## src/rtl/frv_dmem_arbiter.sv

```systemverilog
// -----------------------------------------------------------------------------
// frv_dmem_arbiter
//
// Shares the single core data-memory port between two requesters:
//   r0 : memory-stage LSU
//   r1 : coprocessor / DMA master
// The request channel is arbitrated combinationally, so a request that wins
// and is granted by memory completes in the same cycle it is presented. This
// adds no request latency. Responses come back from memory in issue order. A
// small FIFO of requester IDs records who issued each accepted transaction, and
// each response is routed back to that requester.
//
// Handshake semantics (both channels):
//   request  : a transfer happens on a cycle where req && gnt. A requester
//              that raised req keeps req and its fields stable until it sees
//              gnt.
//   response : a transfer happens on a cycle where recv && ack. Memory keeps
//              recv/rdata/error stable until it sees ack.
//
// Parameters
//   OUTSTANDING : max accepted-but-unanswered transactions (1..4)
//   FIXED_PRIO  : 0 = round-robin on conflict, 1 = r0 always wins a conflict
//
// Optional feature
//   FRV_DMEM_ARB_PERF_EN : when defined, perf_conflicts counts the cycles in
//                          which both requesters raise req. The counter
//                          saturates at all-ones. When undefined, the output is
//                          tied to zero and the design contains no counter flops.
//
// Ports
//   g_clk, g_reset              clock, asynchronous active-high reset
//   r{0,1}_req/wen/strb/addr/wdata   requester request channel (in)
//   r{0,1}_gnt                  request accepted downstream this cycle
//   r{0,1}_recv/rdata/error     response channel to requester
//   r{0,1}_ack                  requester accepts response
//   dmem_req/wen/strb/addr/wdata     muxed request to memory
//   dmem_gnt                    memory accepts request
//   dmem_recv/rdata/error       memory response
//   dmem_ack                    response accepted
//   perf_conflicts              contention-cycle counter
//   dbg_state                   arbiter FSM state (0 IDLE, 1 HOLD0, 2 HOLD1)
// -----------------------------------------------------------------------------
module frv_dmem_arbiter #(
  parameter int OUTSTANDING = 2,
  parameter int FIXED_PRIO  = 0
) (
  input  logic        g_clk,
  input  logic        g_reset,

  input  logic        r0_req,
  input  logic        r0_wen,
  input  logic [3:0]  r0_strb,
  input  logic [31:0] r0_addr,
  input  logic [31:0] r0_wdata,
  output logic        r0_gnt,
  output logic        r0_recv,
  input  logic        r0_ack,
  output logic [31:0] r0_rdata,
  output logic        r0_error,

  input  logic        r1_req,
  input  logic        r1_wen,
  input  logic [3:0]  r1_strb,
  input  logic [31:0] r1_addr,
  input  logic [31:0] r1_wdata,
  output logic        r1_gnt,
  output logic        r1_recv,
  input  logic        r1_ack,
  output logic [31:0] r1_rdata,
  output logic        r1_error,

  output logic        dmem_req,
  output logic        dmem_wen,
  output logic [3:0]  dmem_strb,
  output logic [31:0] dmem_addr,
  output logic [31:0] dmem_wdata,
  input  logic        dmem_gnt,
  input  logic        dmem_recv,
  output logic        dmem_ack,
  input  logic [31:0] dmem_rdata,
  input  logic        dmem_error,

  output logic [31:0] perf_conflicts,
  output logic [1:0]  dbg_state
);

  localparam int CW = $clog2(OUTSTANDING + 1);
  localparam int PW = (OUTSTANDING > 1) ? $clog2(OUTSTANDING) : 1;
  localparam logic [CW-1:0] CNT_FULL = CW'(OUTSTANDING);
  localparam logic [PW-1:0] PTR_LAST = PW'(OUTSTANDING - 1);

  typedef enum logic [1:0] {
    ST_IDLE  = 2'd0,
    ST_HOLD0 = 2'd1,
    ST_HOLD1 = 2'd2
  } state_t;

  state_t                 state_q;
  logic                   last_q;     // requester granted most recently
  logic [OUTSTANDING-1:0] id_mem_q;   // issuing requester per FIFO slot
  logic [PW-1:0]          wr_ptr_q;
  logic [PW-1:0]          rd_ptr_q;
  logic [CW-1:0]          count_q;

  logic sel;       // requester currently driving the memory request
  logic sel_req;
  logic full;
  logic empty;
  logic accept;    // request transfer this cycle
  logic pop;       // response transfer for a tracked transaction
  logic head_id;

  function automatic logic [PW-1:0] ptr_inc(input logic [PW-1:0] p);
    return (p == PTR_LAST) ? '0 : p + 1'b1;
  endfunction

  // Occupancy is registered. A response popped this cycle does not free a
  // slot for a request until the next cycle.
  assign full  = (count_q == CNT_FULL);
  assign empty = (count_q == '0);

  // ---------------------------------------------------------------------------
  // Request arbitration
  // ---------------------------------------------------------------------------
  always_comb begin
    sel = 1'b0;
    case (state_q)
      ST_HOLD0: sel = 1'b0;
      ST_HOLD1: sel = 1'b1;
      default: begin
        if (r0_req && r1_req) begin
          // Round-robin picks the requester that did not win last.
          sel = (FIXED_PRIO != 0) ? 1'b0 : ~last_q;
        end else begin
          sel = r1_req;
        end
      end
    endcase
  end

  assign sel_req = sel ? r1_req : r0_req;

  // Gating with g_reset keeps the request low while reset is held, even if a
  // requester still drives req.
  assign dmem_req   = sel_req && !full && !g_reset;
  assign dmem_wen   = sel ? r1_wen   : r0_wen;
  assign dmem_strb  = sel ? r1_strb  : r0_strb;
  assign dmem_addr  = sel ? r1_addr  : r0_addr;
  assign dmem_wdata = sel ? r1_wdata : r0_wdata;

  assign accept = dmem_req && dmem_gnt;
  assign r0_gnt = accept && !sel;
  assign r1_gnt = accept &&  sel;

  // ---------------------------------------------------------------------------
  // Response routing
  // ---------------------------------------------------------------------------
  assign head_id = id_mem_q[rd_ptr_q];

  assign r0_recv  = dmem_recv && !empty && !head_id;
  assign r1_recv  = dmem_recv && !empty &&  head_id;
  assign r0_rdata = dmem_rdata;
  assign r1_rdata = dmem_rdata;
  assign r0_error = dmem_error;
  assign r1_error = dmem_error;

  // With nothing outstanding, a stray response is drained so that memory
  // cannot stall on it.
  assign dmem_ack = empty ? 1'b1 : (head_id ? r1_ack : r0_ack);
  assign pop      = dmem_recv && dmem_ack && !empty;

  // ---------------------------------------------------------------------------
  // Arbiter FSM. HOLDx locks the mux to x after memory stalls a request, so
  // the presented fields cannot change under the memory. HOLDx is entered only
  // from a non-full IDLE. Only a grant pushes, so the lock always completes.
  // ---------------------------------------------------------------------------
  always_ff @(posedge g_clk or posedge g_reset) begin
    if (g_reset) begin
      state_q <= ST_IDLE;
      last_q  <= 1'b1;
    end else begin
      case (state_q)
        ST_IDLE: begin
          if (dmem_req) begin
            if (dmem_gnt) begin
              last_q <= sel;
            end else begin
              state_q <= sel ? ST_HOLD1 : ST_HOLD0;
            end
          end
        end
        ST_HOLD0, ST_HOLD1: begin
          if (accept) begin
            last_q  <= sel;
            state_q <= ST_IDLE;
          end
        end
        default: state_q <= ST_IDLE;
      endcase
    end
  end

  assign dbg_state = state_q;

  // ---------------------------------------------------------------------------
  // Outstanding-ID FIFO
  // ---------------------------------------------------------------------------
  always_ff @(posedge g_clk or posedge g_reset) begin
    if (g_reset) begin
      id_mem_q <= '0;
      wr_ptr_q <= '0;
      rd_ptr_q <= '0;
      count_q  <= '0;
    end else begin
      if (accept) begin
        id_mem_q[wr_ptr_q] <= sel;
        wr_ptr_q           <= ptr_inc(wr_ptr_q);
      end
      if (pop) begin
        rd_ptr_q <= ptr_inc(rd_ptr_q);
      end
      case ({accept, pop})
        2'b10:   count_q <= count_q + 1'b1;
        2'b01:   count_q <= count_q - 1'b1;
        default: count_q <= count_q;
      endcase
    end
  end

  // ---------------------------------------------------------------------------
  // Contention counter. Only one request can be granted per cycle, so every
  // cycle with both requesters active is a contention cycle.
  // ---------------------------------------------------------------------------
`ifdef FRV_DMEM_ARB_PERF_EN
  logic [31:0] perf_q;

  always_ff @(posedge g_clk or posedge g_reset) begin
    if (g_reset) begin
      perf_q <= 32'd0;
    end else if (r0_req && r1_req && (perf_q != 32'hFFFF_FFFF)) begin
      perf_q <= perf_q + 32'd1;
    end
  end

  assign perf_conflicts = perf_q;
`else
  assign perf_conflicts = 32'd0;
`endif

endmodule

```

## config.mk

```make
export PLATFORM = sky130hd
export DESIGN_NAME = frv_dmem_arbiter
export DESIGN_NICKNAME = d
export VERILOG_FILES = /design/src/rtl/frv_dmem_arbiter.sv
export SDC_FILE = /design/constraint.sdc
export NUM_CORES = 1
export LEC_CHECK = 0
export BUFFER_PORTS_ARGS = -buffer_cell sky130_fd_sc_hd__buf_2
export CORE_AREA = 5 5 134 136
export CTS_CLUSTER_SIZE = 20
export DETAILED_ROUTE_END_ITERATION = 10
export DIE_AREA = 0 0 139 141
export GPL_TIMING_DRIVEN = 0
export PLACE_DENSITY_LB_ADDON = 0.1
export SLEW_MARGIN = 40
export SYNTH_ARGS = -nofsm -noshare
export SYNTH_HDL_FRONTEND = slang
export SYNTH_SLANG_ARGS = --single-unit
```

## constraint.sdc

```tcl
create_clock -name g_clk -period 3 [get_ports g_clk]
set_clock_uncertainty 0.1 [all_clocks]
set_input_delay 0.6 -clock g_clk [delete_from_list [all_inputs] [get_ports g_clk]]
set_output_delay 0.6 -clock g_clk [all_outputs]
set_load 0.05 [all_outputs]
```

=== Yosys cells after proc, flatten, opt, wreduce, memory -nomap -nowiden ===
Cells that the tools add are included.

* Output and inout bits: 175
* Flip-flop bits (word level): 9
* Logic and storage cells: 73

* Reductions and logical operators: 24
* Mux-type cells: 26
* $lt $le $gt $ge: 3
* Bitwise operators: 1
* Add/subtract/negate cells: 4
* Equal/unequal tests: 9

{| class="wikitable"
|+ Operator list
! cell !! number
|-
| $mux W32 || 2
|-
| $mux W1 || 13
|-
| $logic_and A1 B1 Y1 || 12
|-
| $mux W2 || 4
|-
| $ne A2 B2 Y1 const B || 4
|-
| $pmux W2 S2 || 2
|-
| $eq A2 B2 Y1 const B || 3
|-
| $logic_not A1 Y1 || 5
|-
| $eq A2 B1 Y1 const B || 2
|-
| $logic_not A2 Y1 || 2
|-
| $lt A1 B2 Y1 const B || 2
|-
| $mux W4 || 1
|-
| $pmux W1 S2 || 2
|-
| $reduce_and A4 Y1 || 1
|-
| $reduce_bool A2 Y1 || 2
|-
| $reduce_and A3 Y1 || 1
|-
| $add A1 B1 Y1 const B || 2
|-
| $add A2 B1 Y2 const B || 1
|-
| $bwmux W2 || 1
|-
| $reduce_or A2 Y1 || 1
|-
| $sub A2 B1 Y2 const B || 1
|-
| $demux W1 S1 || 1
|-
| $ge A1 B1 Y1 const B || 1
|-
| $not A1 Y1 || 1
|}

=== Logic depth before layout (Yosys ltp) ===
* Depth after elaboration: 9
* Gate-level depth with buffers: 10

=== Least setup slack after synthesis ===
Ideal clock, no wire load.

* Kind: reg-to-output
* From: register state_q[0], in the netlist dbg_state[0]
* To: output r1_gnt
* Arrival: 2.527 ns
* Setup slack: -0.227 ns
* Stages on the path, launching flop included: 8
* Path buffers: 1
* Cells stage by stage: dfrtp_1 inv_1 ha_1 or3b_1 o2111a_1 buf_4 nand2_4 nor2_1

* Longest elaborated chain between the ends: 7

{| class="wikitable"
|+ RTL lines
! what !! line !! source
|-
| from (decl) || 98 || <nowiki>state_t state_q;</nowiki>
|-
| from (signal assigned) || 188 || <nowiki>state_q <= sel ? ST_HOLD1 : ST_HOLD0;</nowiki>
|-
| $eq A2 B2 Y1 / $eq A2 B1 Y1 (equally long branches) || 127 || <nowiki>case (state_q)</nowiki>
|-
| $pmux W1 S2 (*) || 127 ||
|-
| $mux W1 (*) || 141 || <nowiki>assign sel_req = sel ? r1_req : r0_req;</nowiki>
|-
| $logic_and A1 B1 Y1 (*) (2 in a row) || 145 || <nowiki>assign dmem_req = sel_req && !full && !g_reset;</nowiki>
|-
| net dmem_req || 72 || <nowiki>output logic dmem_req,</nowiki>
|-
| $logic_and A1 B1 Y1 (*) || 151 || <nowiki>assign accept = dmem_req && dmem_gnt;</nowiki>
|-
| $logic_and A1 B1 Y1 (*) || 153 || <nowiki>assign r1_gnt = accept && sel;</nowiki>
|-
| to (decl) || 66 || <nowiki>output logic r1_gnt,</nowiki>
|}

The timed path passes the listed nets; every way through them passes the cells marked *.

=== Worst setup path in the final report ===
* From: register state_q[0], in the netlist dbg_state[0]
* To: output dmem_wdata[16]

* Longest elaborated chain between the ends: 3

{| class="wikitable"
|+ RTL lines
! what !! line !! source
|-
| $eq A2 B2 Y1 / $eq A2 B1 Y1 (equally long branches) || 127 ||
|-
| $pmux W1 S2 (*) || 127 ||
|-
| $mux W32 (*) || 149 || <nowiki>assign dmem_wdata = sel ? r1_wdata : r0_wdata;</nowiki>
|-
| to (decl) || 76 || <nowiki>output logic [31:0] dmem_wdata,</nowiki>
|}

Every way passes the cells marked *; elsewhere a longest branch is shown, timed or not.

==> impl_metrics.env <==
export IMPL_crit_path_end_kind="output port"
export IMPL_dr_total_vias=2688
export IMPL_vdd_ir_drop_max_mv=0.425
export IMPL_drive_gt1_share_pct=85.5
export IMPL_io_buffers=287
export IMPL_clkSinkCount=9
export IMPL_cts_inserted_buffers=3
export IMPL_syn_cell_area_um2=2170
export IMPL_grt_usage_pct=9.88
export IMPL_grt_overflow=0
export IMPL_grt_max_degree=11
export IMPL_status="finished, final reports clean"
export IMPL_core_area_um2=16800
export IMPL_startpoint="dbg_state[0]$_DFFE_PP0P_"
export IMPL_use_met1_pct=10.3
export IMPL_grt_antenna_before_repair=4
export IMPL_vias_per_cell=3.40
export IMPL_io_pins=354
export IMPL_post_drt_wl_per_cell_um=14.0
export IMPL_netlist_instances=234
export IMPL_grt_pass1_vias=2722
export IMPL_fmax_mhz=341
export IMPL_worst_slack_ns=0.0633
export IMPL_hp_class="in -> async"
export IMPL_path_class="reg -> out"
export IMPL_drc=0
export IMPL_period_share_pct=97.9
export IMPL_ys_types=31
export IMPL_hold_viol=0
export IMPL_whs_ns=0.247
export IMPL_slew_viol_final=0
export IMPL_ant_nets=0
export IMPL_path_clk_slew_ns=0.04
export IMPL_power_density_nw_per_um2=870
export IMPL_power_leakage_nw=2.46
export IMPL_cts_max_level=1
export IMPL_clock_latency_ns=0.23
export IMPL_r2r_start="dbg_state[0]$_DFFE_PP0P_"
export IMPL_totalWireLength_um=11100
export IMPL_setup_viol=0
export IMPL_grtUsageMet3_pct=3.70
export IMPL_clockBufferDepth=2
export IMPL_post_place_ws_ns=-0.116
export IMPL_maxCapViolCount=0
export IMPL_seq_area_frac_synth_pct=10.4
export IMPL_arrival_ns=2.24
export IMPL_die_w_um=139
export IMPL_critPathMaxFanout=10
export IMPL_cts_root_buf="clkbuf_16"
export IMPL_die_h_um=141
export IMPL_avgSynthCellArea_um2=9.28
export IMPL_tritoncts="done"
export IMPL_gp_congestion=0.819
export IMPL_use_met2_pct=19.1
export IMPL_synth_warnings=0
export IMPL_fin_crit_ns=2.94
export IMPL_final_nets=747
export IMPL_drt_initial_drc_count=62
export IMPL_drtPass1Iterations=4
export IMPL_place_detailed_hpwl_um=10000
export IMPL_initial_core_util_pct=12.9
export IMPL_dieArea_um2=19600
export IMPL_worst_setup_path_start_kind="register"
export IMPL_synthToLayoutAreaGrowth_pct=98.8
export IMPL_grt_pass1_wl_um=15800
export IMPL_rows=48
export IMPL_synth_seq_cells=9
export IMPL_cp_data_required_time_ns=2.30
export IMPL_top_usage_layer="met2"
[where the power goes]
group / leakage (nW) / internal (W) / total, W / switching, W
Clock: 0.0382 / 0.000178 / 0.000239 / 0.0000606
Sequential: 0.107 / 0.000187 / 0.000237 / 0.0000506
Combinational: 2.32 / 0.00120 / 0.00328 / 0.00208
[layer usage]
metal	vias to the layer above	part of all wire, %
met4	4	0.72
li1	1330	-
met1	1159	33
met5	-	0.24
met2	184	55
met3	11	11
[final timing paths]
| check | to | slack [ns] | cells after the start |
|---|---|---|---|
| min reg2reg | last_q$_DFFE_PP1P_ | 0.37 | 2 |
| max | dmem_wdata[16] | 0.06 | 9 |
| min | dbg_state[0]$_DFFE_PP0P_ | 0.25 | 2 |
| min in group g_clk | last_q$_DFFE_PP1P_ | 0.37 | 2 |
| max reg2reg | count_q[1]$_DFFE_PP0P_ | 0.65 | 9 |
| max in group asynchronous | last_q$_DFFE_PP1P_ | 2.23 | 2 |
[sequential cells by signal, summed over array words and instances, names as in the netlist]
register,flops
wr_ptr_q,1
rd_ptr_q,1
dbg_state,2
count_q,2
last_q,1
id_mem_q,2
[synth_stat cells (all sizes together)]
| cell | count | area (um^2) |
|---|---|---|
| dfstp | 1 | 26.3 |
| o21ai | 2 | 10.0 |
| nor2 | 4 | 15.0 |
| a21boi | 1 | 7.51 |
| xnor2 | 3 | 26.3 |
| nor2b | 2 | 12.5 |
| a311o | 2 | 20.0 |
| and4 | 1 | 11.3 |
| o211ai | 1 | 7.51 |
| nand2b | 1 | 6.26 |
| or3b | 1 | 8.76 |
| o2111a | 1 | 11.3 |
| mux2i | 3 | 30.0 |
| and2b | 1 | 7.51 |
| mux2 | 69 | 777 |
| xor2 | 2 | 17.5 |
| a22oi | 1 | 7.51 |
| nor4bb | 1 | 10.0 |
| inv | 6 | 22.5 |
| conb | 1 | 3.75 |
| buf | 108 | 827 |
| a41oi | 2 | 17.5 |
| ha | 3 | 37.5 |
| nand2 | 4 | 22.5 |
| and3 | 1 | 6.26 |
| a31oi | 2 | 12.5 |
| dfrtp | 8 | 200 |
| a21oi | 2 | 10.0 |
[kinds of logic (layout without fill, tap and decap cells)]
group | after synthesis | in the layout | synth area share [%]
other | 1 | 34 | 0.173
AND/OR/NAND/NOR | 16 | 16 | 4.61
XOR/XNOR | 5 | 5 | 2.02
multiplexers | 72 | 72 | 37.2
buffers and inverters | 114 | 413 | 39.1
AO/OA/AOI/OAI | 14 | 14 | 4.78
flip-flops | 9 | 9 | 10.4
adder cells (fa/ha/maj) | 3 | 3 | 1.73
[placed cells by master, fill, tap and decap left out, types with 3 or more instances in the layout]
master | netlist | final
buf_8 | 0 | 4
mux2_2 | 69 | 69
buf_2 | 1 | 264
dfrtp_1 | 8 | 8
conb_1 | 1 | 32
nand2_1 | 3 | 3
mux2i_1 | 3 | 3
xnor2_1 | 3 | 3
nor2_1 | 4 | 3
buf_12 | 0 | 3
buf_4 | 102 | 128
inv_1 | 6 | 6
clkbuf_16 | 0 | 5
[through the flow]
stage	instances	util [%]	total power [W]	TNS [ns]	instance area, um^2
2_1_floorplan	265	-	0.00263	-0.00501	2290
3_3_place_gp	777	23.8	0.00324	-2.23	4010
3_5_place_dp	777	23.8	0.00324	-4.08	4010
4_1_cts	785	24.8	0.00359	0	4170
5_1_grt	791	25.7	0.00395	-0.165	4320
6_report	791	25.7	0.00376	0	4320
[worst max-delay path, cell delays in order, from the launching register on]
cell and delay [ns]:
dfrtp_1 0.38, inv_1 0.11, ha_4 0.32, nor2b_1 0.06, a22oi_2 0.15, buf_6 0.15, buf_12 0.13, buf_8 0.14
mux2_2 0.34, buf_2 0.21
[final cells by class]
cell class / instances / area [um^2]
Clock buffer: 4 / 78.8
Multi-Input combinational cell: 142 / 1230
Tap cell: 225 / 282
Buffer: 108 / 876
Timing Repair Buffer: 295 / 1600
Inverter: 6 / 22.5
Fill cell: 1876 / 12500
Sequential cell: 9 / 226
Antenna cell: 2 / 5.00
[repair_timing]
item,in CTS,in global routing
cloned,0,2
endpoints found under the setup margin,71,57
pin swaps,1,2
setup buffers,4,2
resized for setup,14,42
hold buffers,0,0
No activity file was read; power rests on OpenSTA's default activity.
